**config.mk**
```make
export PLATFORM = sky130hd
export DESIGN_NAME = axis_video_pattern_gen
export DESIGN_NICKNAME = d
export VERILOG_FILES = /design/src/rtl/axis_video_pattern_gen.sv
export SDC_FILE = /design/constraint.sdc
export NUM_CORES = 1
export LEC_CHECK = 0
export ABC_AREA = 1
export BUFFER_PORTS_ARGS = -buffer_cell sky130_fd_sc_hd__buf_2
export CORE_ASPECT_RATIO = 0.9
export CORE_MARGIN = 1
export CORE_UTILIZATION = 58
export DETAILED_ROUTE_END_ITERATION = 6
export GPL_TIMING_DRIVEN = 0
export HOLD_SLACK_MARGIN = 0.08
export PLACE_DENSITY = 0.8
export SLEW_MARGIN = 25
export SYNTH_ARGS = -nofsm -noshare
export SYNTH_HDL_FRONTEND = slang
export SYNTH_SLANG_ARGS = --single-unit
```
**constraint.sdc**
```tcl
create_clock -name clk -period 2.4 [get_ports clk]
set_input_delay 0.48 -clock clk [delete_from_list [all_inputs] [get_ports clk]]
set_output_delay 0.48 -clock clk [all_outputs]
set_load 0.1 [all_outputs]
```
**src/rtl/axis_video_pattern_gen.sv**
```systemverilog
// ---------------------------------------------------------------------------
// axis_video_pattern_gen
//
// Synthetic AXI4-Stream video source. Emits frames of FRAME_WIDTH x
// FRAME_HEIGHT 24-bit pixels in raster order. tuser marks the first pixel of
// a frame and tlast marks the last pixel of each line. tready backpressure is
// fully honoured: a presented beat is held unchanged until it is accepted.
//
// Parameters
//   FRAME_WIDTH   pixels per line (>= 8)
//   FRAME_HEIGHT  lines per frame (>= 2)
//   LINE_GAP      idle cycles (tvalid=0) after every accepted tlast beat, 0..255
//   CHECK_LOG2    checkerboard square size is 2**CHECK_LOG2 pixels
//
// Ports
//   clk                  in   clock
//   rst                  in   synchronous reset, active-low
//   enable               in   1 = run frames back to back, 0 = stop at the next
//                             frame boundary (a frame is never truncated)
//   pattern_sel          in   0 ramp, 1 colour bars, 2 checkerboard, 3 flat
//   m_axis_video_tdata   out  pixel {R[23:16], G[15:8], B[7:0]}
//   m_axis_video_tvalid  out  pixel valid
//   m_axis_video_tready  in   downstream ready
//   m_axis_video_tuser   out  start of frame, pixel (0,0) only
//   m_axis_video_tlast   out  end of line, pixel x = FRAME_WIDTH-1
//   frame_done           out  one-cycle pulse after the last pixel is accepted
//   frame_cnt            out  completed frame count, wraps 255 -> 0
//
// All outputs come straight from registers. The pixel for the next position
// is computed in the same cycle as the transfer that advances to it, so there
// is never a bubble when LINE_GAP = 0.
// ---------------------------------------------------------------------------
module axis_video_pattern_gen #(
    parameter int FRAME_WIDTH  = 20,
    parameter int FRAME_HEIGHT = 10,
    parameter int LINE_GAP     = 0,
    parameter int CHECK_LOG2   = 2
) (
    input  logic        clk,
    input  logic        rst,
    input  logic        enable,
    input  logic [1:0]  pattern_sel,
    output logic [23:0] m_axis_video_tdata,
    output logic        m_axis_video_tvalid,
    input  logic        m_axis_video_tready,
    output logic        m_axis_video_tuser,
    output logic        m_axis_video_tlast,
    output logic        frame_done,
    output logic [7:0]  frame_cnt
);

    localparam int XW = (FRAME_WIDTH  > 1) ? $clog2(FRAME_WIDTH)  : 1;
    localparam int YW = (FRAME_HEIGHT > 1) ? $clog2(FRAME_HEIGHT) : 1;
    localparam int BAR_W = FRAME_WIDTH / 8;

    localparam logic [XW-1:0] X_LAST   = XW'(FRAME_WIDTH - 1);
    localparam logic [YW-1:0] Y_LAST   = YW'(FRAME_HEIGHT - 1);
    // The gap counter is loaded with LINE_GAP-1 and the state leaves GAP on
    // the edge where it reads zero, giving exactly LINE_GAP idle cycles.
    localparam logic [7:0]    GAP_INIT = 8'((LINE_GAP > 0) ? (LINE_GAP - 1) : 0);

    typedef enum logic [1:0] {
        S_IDLE,
        S_ACTIVE,
        S_GAP
    } state_t;

    state_t          state_q;
    logic [XW-1:0]   x_q;
    logic [YW-1:0]   y_q;
    logic [7:0]      gap_q;
    logic [1:0]      sel_q;        // pattern latched at frame start
    logic [7:0]      f_q;          // frame_cnt value latched at frame start
    logic [7:0]      frame_cnt_q;
    logic [23:0]     tdata_q;
    logic            tvalid_q;
    logic            tuser_q;
    logic            tlast_q;
    logic            done_q;

    // Position and count that follow an accepted beat at (x_q, y_q)
    logic [XW-1:0]   x_d;
    logic [YW-1:0]   y_d;
    logic [7:0]      frame_cnt_d;
    logic            eol;
    logic            eof;
    logic            xfer;

    // -----------------------------------------------------------------------
    // Pixel content for a given position. The arithmetic is carried out on
    // 32-bit copies of the coordinates so that the ramp can take bits [7:0]
    // and the checkerboard can take bit CHECK_LOG2 regardless of the counter
    // widths chosen for the frame size.
    // -----------------------------------------------------------------------
    function automatic logic [23:0] pixel(
        input logic [1:0]    sel,
        input logic [XW-1:0] px,
        input logic [YW-1:0] py,
        input logic [7:0]    f
    );
        logic [31:0] xe;
        logic [31:0] ye;
        logic [31:0] bar;
        logic [31:0] chk;
        logic [23:0] p;
        xe  = 32'(px);
        ye  = 32'(py);
        bar = xe / 32'(BAR_W);
        if (bar > 32'd7) begin
            bar = 32'd7;
        end
        chk = ((xe ^ ye) >> CHECK_LOG2) & 32'd1;
        p   = 24'h000000;
        case (sel)
            2'd0: p = {xe[7:0], ye[7:0], f};
            2'd1: begin
                case (bar[2:0])
                    3'd0:    p = 24'hFFFFFF;
                    3'd1:    p = 24'hFFFF00;
                    3'd2:    p = 24'h00FFFF;
                    3'd3:    p = 24'h00FF00;
                    3'd4:    p = 24'hFF00FF;
                    3'd5:    p = 24'hFF0000;
                    3'd6:    p = 24'h0000FF;
                    default: p = 24'h000000;
                endcase
            end
            2'd2:    p = (chk != 32'd0) ? 24'hFFFFFF : 24'h000000;
            default: p = {f, f, f};
        endcase
        return p;
    endfunction

    always_comb begin
        xfer        = tvalid_q & m_axis_video_tready;
        eol         = (x_q == X_LAST);
        eof         = eol && (y_q == Y_LAST);
        x_d         = eol ? '0 : (x_q + XW'(1));
        y_d         = eof ? '0 : (eol ? (y_q + YW'(1)) : y_q);
        frame_cnt_d = eof ? (frame_cnt_q + 8'd1) : frame_cnt_q;
    end

    // -----------------------------------------------------------------------
    // Control FSM and output registers.
    // A new frame always begins at (0,0) with tuser=1, and re-samples
    // pattern_sel and the frame count on that same edge.
    // -----------------------------------------------------------------------
    always_ff @(posedge clk) begin
        if (!rst) begin
            state_q     <= S_IDLE;
            x_q         <= '0;
            y_q         <= '0;
            gap_q       <= 8'd0;
            sel_q       <= 2'd0;
            f_q         <= 8'd0;
            frame_cnt_q <= 8'd0;
            tdata_q     <= 24'h000000;
            tvalid_q    <= 1'b0;
            tuser_q     <= 1'b0;
            tlast_q     <= 1'b0;
            done_q      <= 1'b0;
        end else begin
            done_q <= 1'b0;
            case (state_q)
                S_IDLE: begin
                    if (enable) begin
                        state_q  <= S_ACTIVE;
                        x_q      <= '0;
                        y_q      <= '0;
                        sel_q    <= pattern_sel;
                        f_q      <= frame_cnt_q;
                        tdata_q  <= pixel(pattern_sel, '0, '0, frame_cnt_q);
                        tvalid_q <= 1'b1;
                        tuser_q  <= 1'b1;
                        tlast_q  <= (X_LAST == '0);
                    end
                end

                S_ACTIVE: begin
                    // Outputs are only touched on a transfer, which keeps the
                    // beat stable for as long as tready is held low.
                    if (xfer) begin
                        x_q         <= x_d;
                        y_q         <= y_d;
                        frame_cnt_q <= frame_cnt_d;
                        if (eof) begin
                            done_q <= 1'b1;
                        end
                        if (eol && (LINE_GAP > 0)) begin
                            state_q  <= S_GAP;
                            gap_q    <= GAP_INIT;
                            tvalid_q <= 1'b0;
                            tuser_q  <= 1'b0;
                            tlast_q  <= 1'b0;
                        end else if (eof) begin
                            if (enable) begin
                                sel_q    <= pattern_sel;
                                f_q      <= frame_cnt_d;
                                tdata_q  <= pixel(pattern_sel, '0, '0, frame_cnt_d);
                                tuser_q  <= 1'b1;
                                tlast_q  <= (X_LAST == '0);
                            end else begin
                                state_q  <= S_IDLE;
                                tvalid_q <= 1'b0;
                                tuser_q  <= 1'b0;
                                tlast_q  <= 1'b0;
                            end
                        end else begin
                            tdata_q <= pixel(sel_q, x_d, y_d, f_q);
                            tuser_q <= 1'b0;
                            tlast_q <= (x_d == X_LAST);
                        end
                    end
                end

                S_GAP: begin
                    if (gap_q == 8'd0) begin
                        // Position (0,0) here can only follow an end of frame,
                        // so this is where the next frame is decided.
                        if ((x_q == '0) && (y_q == '0)) begin
                            if (enable) begin
                                state_q  <= S_ACTIVE;
                                sel_q    <= pattern_sel;
                                f_q      <= frame_cnt_q;
                                tdata_q  <= pixel(pattern_sel, '0, '0, frame_cnt_q);
                                tvalid_q <= 1'b1;
                                tuser_q  <= 1'b1;
                                tlast_q  <= (X_LAST == '0);
                            end else begin
                                state_q  <= S_IDLE;
                            end
                        end else begin
                            state_q  <= S_ACTIVE;
                            tdata_q  <= pixel(sel_q, x_q, y_q, f_q);
                            tvalid_q <= 1'b1;
                            tuser_q  <= 1'b0;
                            tlast_q  <= (x_q == X_LAST);
                        end
                    end else begin
                        gap_q <= gap_q - 8'd1;
                    end
                end

                default: begin
                    state_q  <= S_IDLE;
                    tvalid_q <= 1'b0;
                    tuser_q  <= 1'b0;
                    tlast_q  <= 1'b0;
                end
            endcase
        end
    end

    assign m_axis_video_tdata  = tdata_q;
    assign m_axis_video_tvalid = tvalid_q;
    assign m_axis_video_tuser  = tuser_q;
    assign m_axis_video_tlast  = tlast_q;
    assign frame_done          = done_q;
    assign frame_cnt           = frame_cnt_q;

endmodule

```
======== Yosys cells after proc, flatten, opt, wreduce, memory -nomap -nowiden ========
Index checks and enable logic that the tools add are counted.
storage, ports and cells
  bits in registers ....................... 65
  input port bits ......................... 6
  output and inout port bits .............. 36
  word-level logic and storage cells ...... 150
operators by class
  add/subtract/negate cells ............... 4
  magnitude comparators ................... 2
  equal/unequal tests ..................... 29
  multiplexer cells ....................... 77
  bitwise operators ....................... 4
  reduce and logical (&&, ||, !) cells .... 22
operator list
  kind                 number
  $pmux 24 s3          5
  $pmux 24 s7          2
  $mux 24              8
  $mux 8               7
  $mux 3               10
  $pmux 8 s3           1
  $mux 2               11
  $mux 1               19
  $eq 3x3->1 const B   6
  $mux 4               4
  $mux 5               3
  $ne 2x2->1 const B   7
  $eq 3x2->1 const B   4
  $pmux 2 s3           2
  $eq 5x5->1 const B   2
  $pmux 5 s2           1
  $reduce_and 5->1     2
  $pmux 1 s3           3
  $add 8x1->8 const B  1
  $gt 4x3->1 const B   2
  $logic_not 8->1      1
  $pmux 4 s2           1
  $reduce_and 4->1     2
  $sub 8x1->8 const B  1
  other kinds (20)     33

======== Logic depth before layout (Yosys ltp) ========
  depth after elaboration ................. 14
  gate-level depth with buffers ........... 13
  depth with buffers taken out ............ 12

======== Worst setup path after synthesis ========
No wires, ideal clock.
  path kind ............................... register to register
  from .................................... register frame_cnt_q[1], in the netlist frame_cnt[1]
  to ...................................... register tdata_q[14], in the netlist m_axis_video_tdata[14]
  setup time .............................. 0.122 ns
  arrival ................................. 2.135 ns
  data required time ...................... 2.278 ns
  path slack .............................. 0.143 ns
  stages on the path, launching flop included .. 9
  path buffers ............................ 0
  period minus slack after synthesis ...... 2.257 ns
  path through ............................ dfxtp_1 ha_1 nand2_1 nor3_1 nand3_1 nand2_1 nand3_1 a21oi_1 a21oi_1
on the way
  cells in the longest elaborated chain, start to end .. 7
RTL lines
  element                 RTL line  source
  start, declared         74        logic [7:0] frame_cnt_q;
  start signal, assigned  185       frame_cnt_q <= frame_cnt_d;
  $add 8x1->8             140       frame_cnt_d = eof ? (frame_cnt_q + 8'd1) : frame_cnt_q;
  $mux 8                  140
  $pmux 24 s3             114       case (sel)
  $mux 24                 196       if (enable) begin
  $mux 24                 195       end else if (eof) begin
  $mux 24                 182       if (xfer) begin
  $pmux 24 s3             164       case (state_q)
  end signal, assigned    172       tdata_q <= pixel(pattern_sel, '0, '0, frame_cnt_q);
  end signal, assigned    199       tdata_q <= pixel(pattern_sel, '0, '0, frame_cnt_d);
  end signal, assigned    209       tdata_q <= pixel(sel_q, x_d, y_d, f_q);
  end, declared           75        logic [23:0] tdata_q;
Every way passes these cells. The select of a mux whose other input is x is not followed.
A chain may end at the register's enable or synchronous reset.

======== Worst setup path in the final report ========
  from .................................... register x_q[1]
  to ...................................... register tdata_q[22], in the netlist m_axis_video_tdata[22]
on the way
  cells in the longest elaborated chain, start to end .. 14
  elaborated cells between the ends (all ways) .. 50
  those cells by class .................... 1 x add/sub; 2 x order compare; 14 x eq/ne; 26 x mux; 1 x bitwise; 6 x reduce/logical
RTL lines
  element                                           RTL line  source
  start, declared                                   69        logic [XW-1:0] x_q;
  start signal, assigned                            151       x_q <= '0;
  start signal, assigned                            168       x_q <= '0;
  start signal, assigned                            183       x_q <= x_d;
  $add 5x1->5 / $eq 5x5->1 (equally long branches)  138, 136
  $mux 5                                            138       x_d = eol ? '0 : (x_q + XW'(1));
  $gt 4x3->1                                        109       if (bar > 32'd7) begin
  $mux 3                                            109
  $mux 3                                            195
  $mux 3                                            182
  $mux 3                                            164
  $mux 3                                            149       if (!rst) begin
  $eq 3x3->1 (tied with other cells)                117       case (bar[2:0])
  $pmux 24 s7                                       117
  $pmux 24 s3                                       114
  $mux 24                                           195
  $mux 24                                           182
  $pmux 24 s3                                       164
Several ways; a longest one is shown, not always the timed one. The select of a mux whose other input is x is not followed.

==> impl_metrics.env <==
export IMPL_status="complete, no violations"
export IMPL_cp_max_fo=9
export IMPL_grt_usage_pct=34.5
export IMPL_drive_above_1_share_pct=13.9
export IMPL_r2r_start="x_q[1]"
export IMPL_htree_num_levels=2
export IMPL_avgSynthCellArea_sq_um=6.60
export IMPL_maxSlewHeadroom_pct=56.5
export IMPL_hold_depth=3
export IMPL_fmax_mhz=469
export IMPL_yosysWarnings=0
export IMPL_required_ns=2.62
export IMPL_die_area_sq_mm=0.00607
export IMPL_area_growth_pct=11.4
export IMPL_min_from="enable"
export IMPL_critical_path_endpoint_type="flip-flop"
export IMPL_pin_count=42
export IMPL_rr_endpoint="m_axis_video_tdata[22]"
export IMPL_vias=3695
export IMPL_start_kind="flip-flop"
export IMPL_routedWlPerCell_microns=16.1
export IMPL_r2r_setup_slack_ns=0.27
export IMPL_whs_endpoint="m_axis_video_tvalid"
export IMPL_start_util_pct=61.7
export IMPL_multi_input_comb_area_sq_mm=0.00188
export IMPL_routed_wl_microns=10000
export IMPL_remaining_drc_errors=0
export IMPL_die_w_microns=82.0
export IMPL_max_cap_violations=0
export IMPL_finalCritPeriodShare_pct=88.9
export IMPL_cts_tree="done"
export IMPL_portBuffers=40
export IMPL_fin_setup_tns_ns=0
export IMPL_synth_area_sq_mm=0.00334
export IMPL_power_density_mw_per_mm2=712
export IMPL_place_congestion=0.910
export IMPL_fin_skew_ns=0.0179
export IMPL_netlist_instances=506
export IMPL_clockBufferDepth=2
export IMPL_core_sq_mm=0.00541
export IMPL_dr_pass1_iters=5
export IMPL_cts_inserted_buffers=5
export IMPL_ir_drop_mv=0.612
export IMPL_worst_skew_pair_late_latency_ns=0.33
export IMPL_syn_num_nets=520
export IMPL_antenna_found_initial=0
export IMPL_row_count=25
export IMPL_r2r_cells=10
export IMPL_seq_area_frac_synth_pct=33.6
export IMPL_critPathKind="reg -> reg"
export IMPL_fin_util_pct=68.8
export IMPL_gr_total_overflow=0
export IMPL_ant_nets=0
export IMPL_cts_sinks=56
export IMPL_leakagePower_uw=0.00182
export IMPL_clk_pin_slew_worst_paths_ns=0.12
export IMPL_hold_path_class="in -> reg"
export IMPL_worst_slew_pin_slew_ns=0.653
export IMPL_hold_viol_final=0
export IMPL_rsz0062_at_grt="no"
export IMPL_grt_max_degree=20
export IMPL_hpwlAfterDp_microns=7430
export IMPL_root_buffer="clkbuf_8"
export IMPL_ys_types=35
export IMPL_layout_min_cycle_time_ns=2.13
export IMPL_diodes=0
export IMPL_area_sequential_sq_mm=0.00112
export IMPL_grt_pass1_vias=3153
export IMPL_holdWs_ns=0.463
export IMPL_setup_viol=0
export IMPL_drv_slew=0
export IMPL_ys_seq_elements=56
export IMPL_design_final_nets=567
export IMPL_routed_via_density=5.95
export IMPL_arrival_ns=2.35
export IMPL_die_h_microns=74.0
export IMPL_initialDrtViolationCount=398
export IMPL_grt_pass1_wl_microns=15600
export IMPL_post_cts_buffers=0
export IMPL_fill_cells=490
[layout make-up]
type	count	share of cell area, %
plain buffers	21	2.93
clock inverters	3	0.706
flip-flops and latches	56	30.1
inverters	61	6.22
well taps	67	2.25
multi-input cells	368	50.5
clock buffers	5	1.85
repair buffers	40	5.38
[cell usage after synthesis]
library cell	count	share of area [%]
a21oi_1	58	8.7
nand3_2	1	0.30
dfxtp_1	56	34
inv_4	1	0.19
a221oi_1	2	0.52
buf_6	1	0.34
o21ai_0	73	11
inv_1	55	6.2
o22ai_1	6	1.1
ha_1	8	3.0
o21ai_1	3	0.45
a211oi_2	1	0.37
a21oi_4	1	0.49
a21boi_0	1	0.22
nand4_1	17	3.2
buf_2	6	0.90
o211ai_1	2	0.45
nor3_1	2	0.30
clkinv_1	2	0.22
o21a_1	1	0.22
nand3_1	26	3.9
nor3_4	2	0.97
buf_4	4	0.90
nand2_2	2	0.37
nor2_1	36	4.0
xor2_1	3	0.79
inv_2	3	0.34
nor2_8	1	0.60
nand2_4	3	1.0
o21bai_1	1	0.22
nand2_1	114	13
clkbuf_1	10	1.1
nand2_8	1	0.60
a21oi_2	1	0.26
a31oi_1	2	0.37
[critical path, stage by stage, from the launching register on]
cell and delay (ns):
dfxtp_1 0.42, ha_2 0.26, nand2_4 0.08, nor2_8 0.18
nand2_4 0.13, inv_2 0.19, nand3_1 0.09, nand2_1 0.15
nand3_1 0.09, a21oi_1 0.31, a21oi_1 0.13
[worst max path at each step]
stage	startpoint	endpoint	cells past startpoint
after detailed placement	x_q[1]	m_axis_video_tdata[22]	10
after CTS	x_q[1]	m_axis_video_tdata[22]	10
after global placement	pattern_sel[0]	m_axis_video_tdata[13]	8
final	x_q[1]	m_axis_video_tdata[22]	10
after floorplan	frame_cnt[1]	m_axis_video_tdata[14]	8
after global routing	x_q[1]	m_axis_video_tdata[7]	12
[cell usage in the layout (no fill, tap or decap), drive strengths merged, types with 3 or more instances in the layout]
master  Yosys  layout
a21oi      60      60
buf        11      51
clkbuf     10      15
dfxtp      56      56
ha          8       8
inv        59      60
nand2     120     120
nand3      27      27
nand4      17      17
nor2       37      37
nor3        4       4
o21ai      76      76
o22ai       6       6
xor2        3       3
[what timing repair did]
item                       4_1_cts  5_1_grt
setup endpoints to repair        0        1
hold buffers                     0        0
gates resized for setup          0        1
[kinds of logic (layout without fill, tap and decap cells)]
logic type | Yosys count | in the layout | share of synthesized area (%)
simple gates | 205 | 205 | 28.1
flops | 56 | 56 | 33.6
xor+xnor | 3 | 3 | 0.787
fa+ha+maj | 8 | 8 | 3.00
buf+inv | 82 | 130 | 10.2
compound gates | 152 | 152 | 24.4
[flip-flops by register name, summed over array words and instances (netlist names)]
name / count
m_axis_video_tdata: 24
f_q: 8
frame_cnt: 8
x_q: 5
y_q: 4
sel_q: 2
frame_done: 1
m_axis_video_tlast: 1
m_axis_video_tuser: 1
m_axis_video_tvalid: 1
state_q: 1
[where the power goes]
| group | internal, uW | switching (uW) |
|---|---|---|
| clock | 213 | 345 |
| combinational | 190 | 826 |
| sequential | 1020 | 56.1 |
| total | 1420 | 1230 |
[layer usage]
metal,up-vias,share of wire [%],track usage [%]
li1,1788,-,-
met2,179,45,55.6
met1,1712,45,49.1
met3,16,8.3,3.80
met4,0,1.5,8.77
met5,-,0,0
[metrics by stage]
step | total power [uW] | instances | setup slack (ns) | cell area [sq um]
floorplan | 1890 | 506 | 0.143 | 3340
global placement | 2080 | 613 | 0.233 | 3620
detailed placement | 2090 | 613 | 0.276 | 3620
CTS | 2640 | 621 | 0.261 | 3720
global route | 2760 | 621 | 0.0374 | 3720
finish | 2650 | 621 | 0.266 | 3720
No activity file was read; power rests on OpenSTA's default activity.
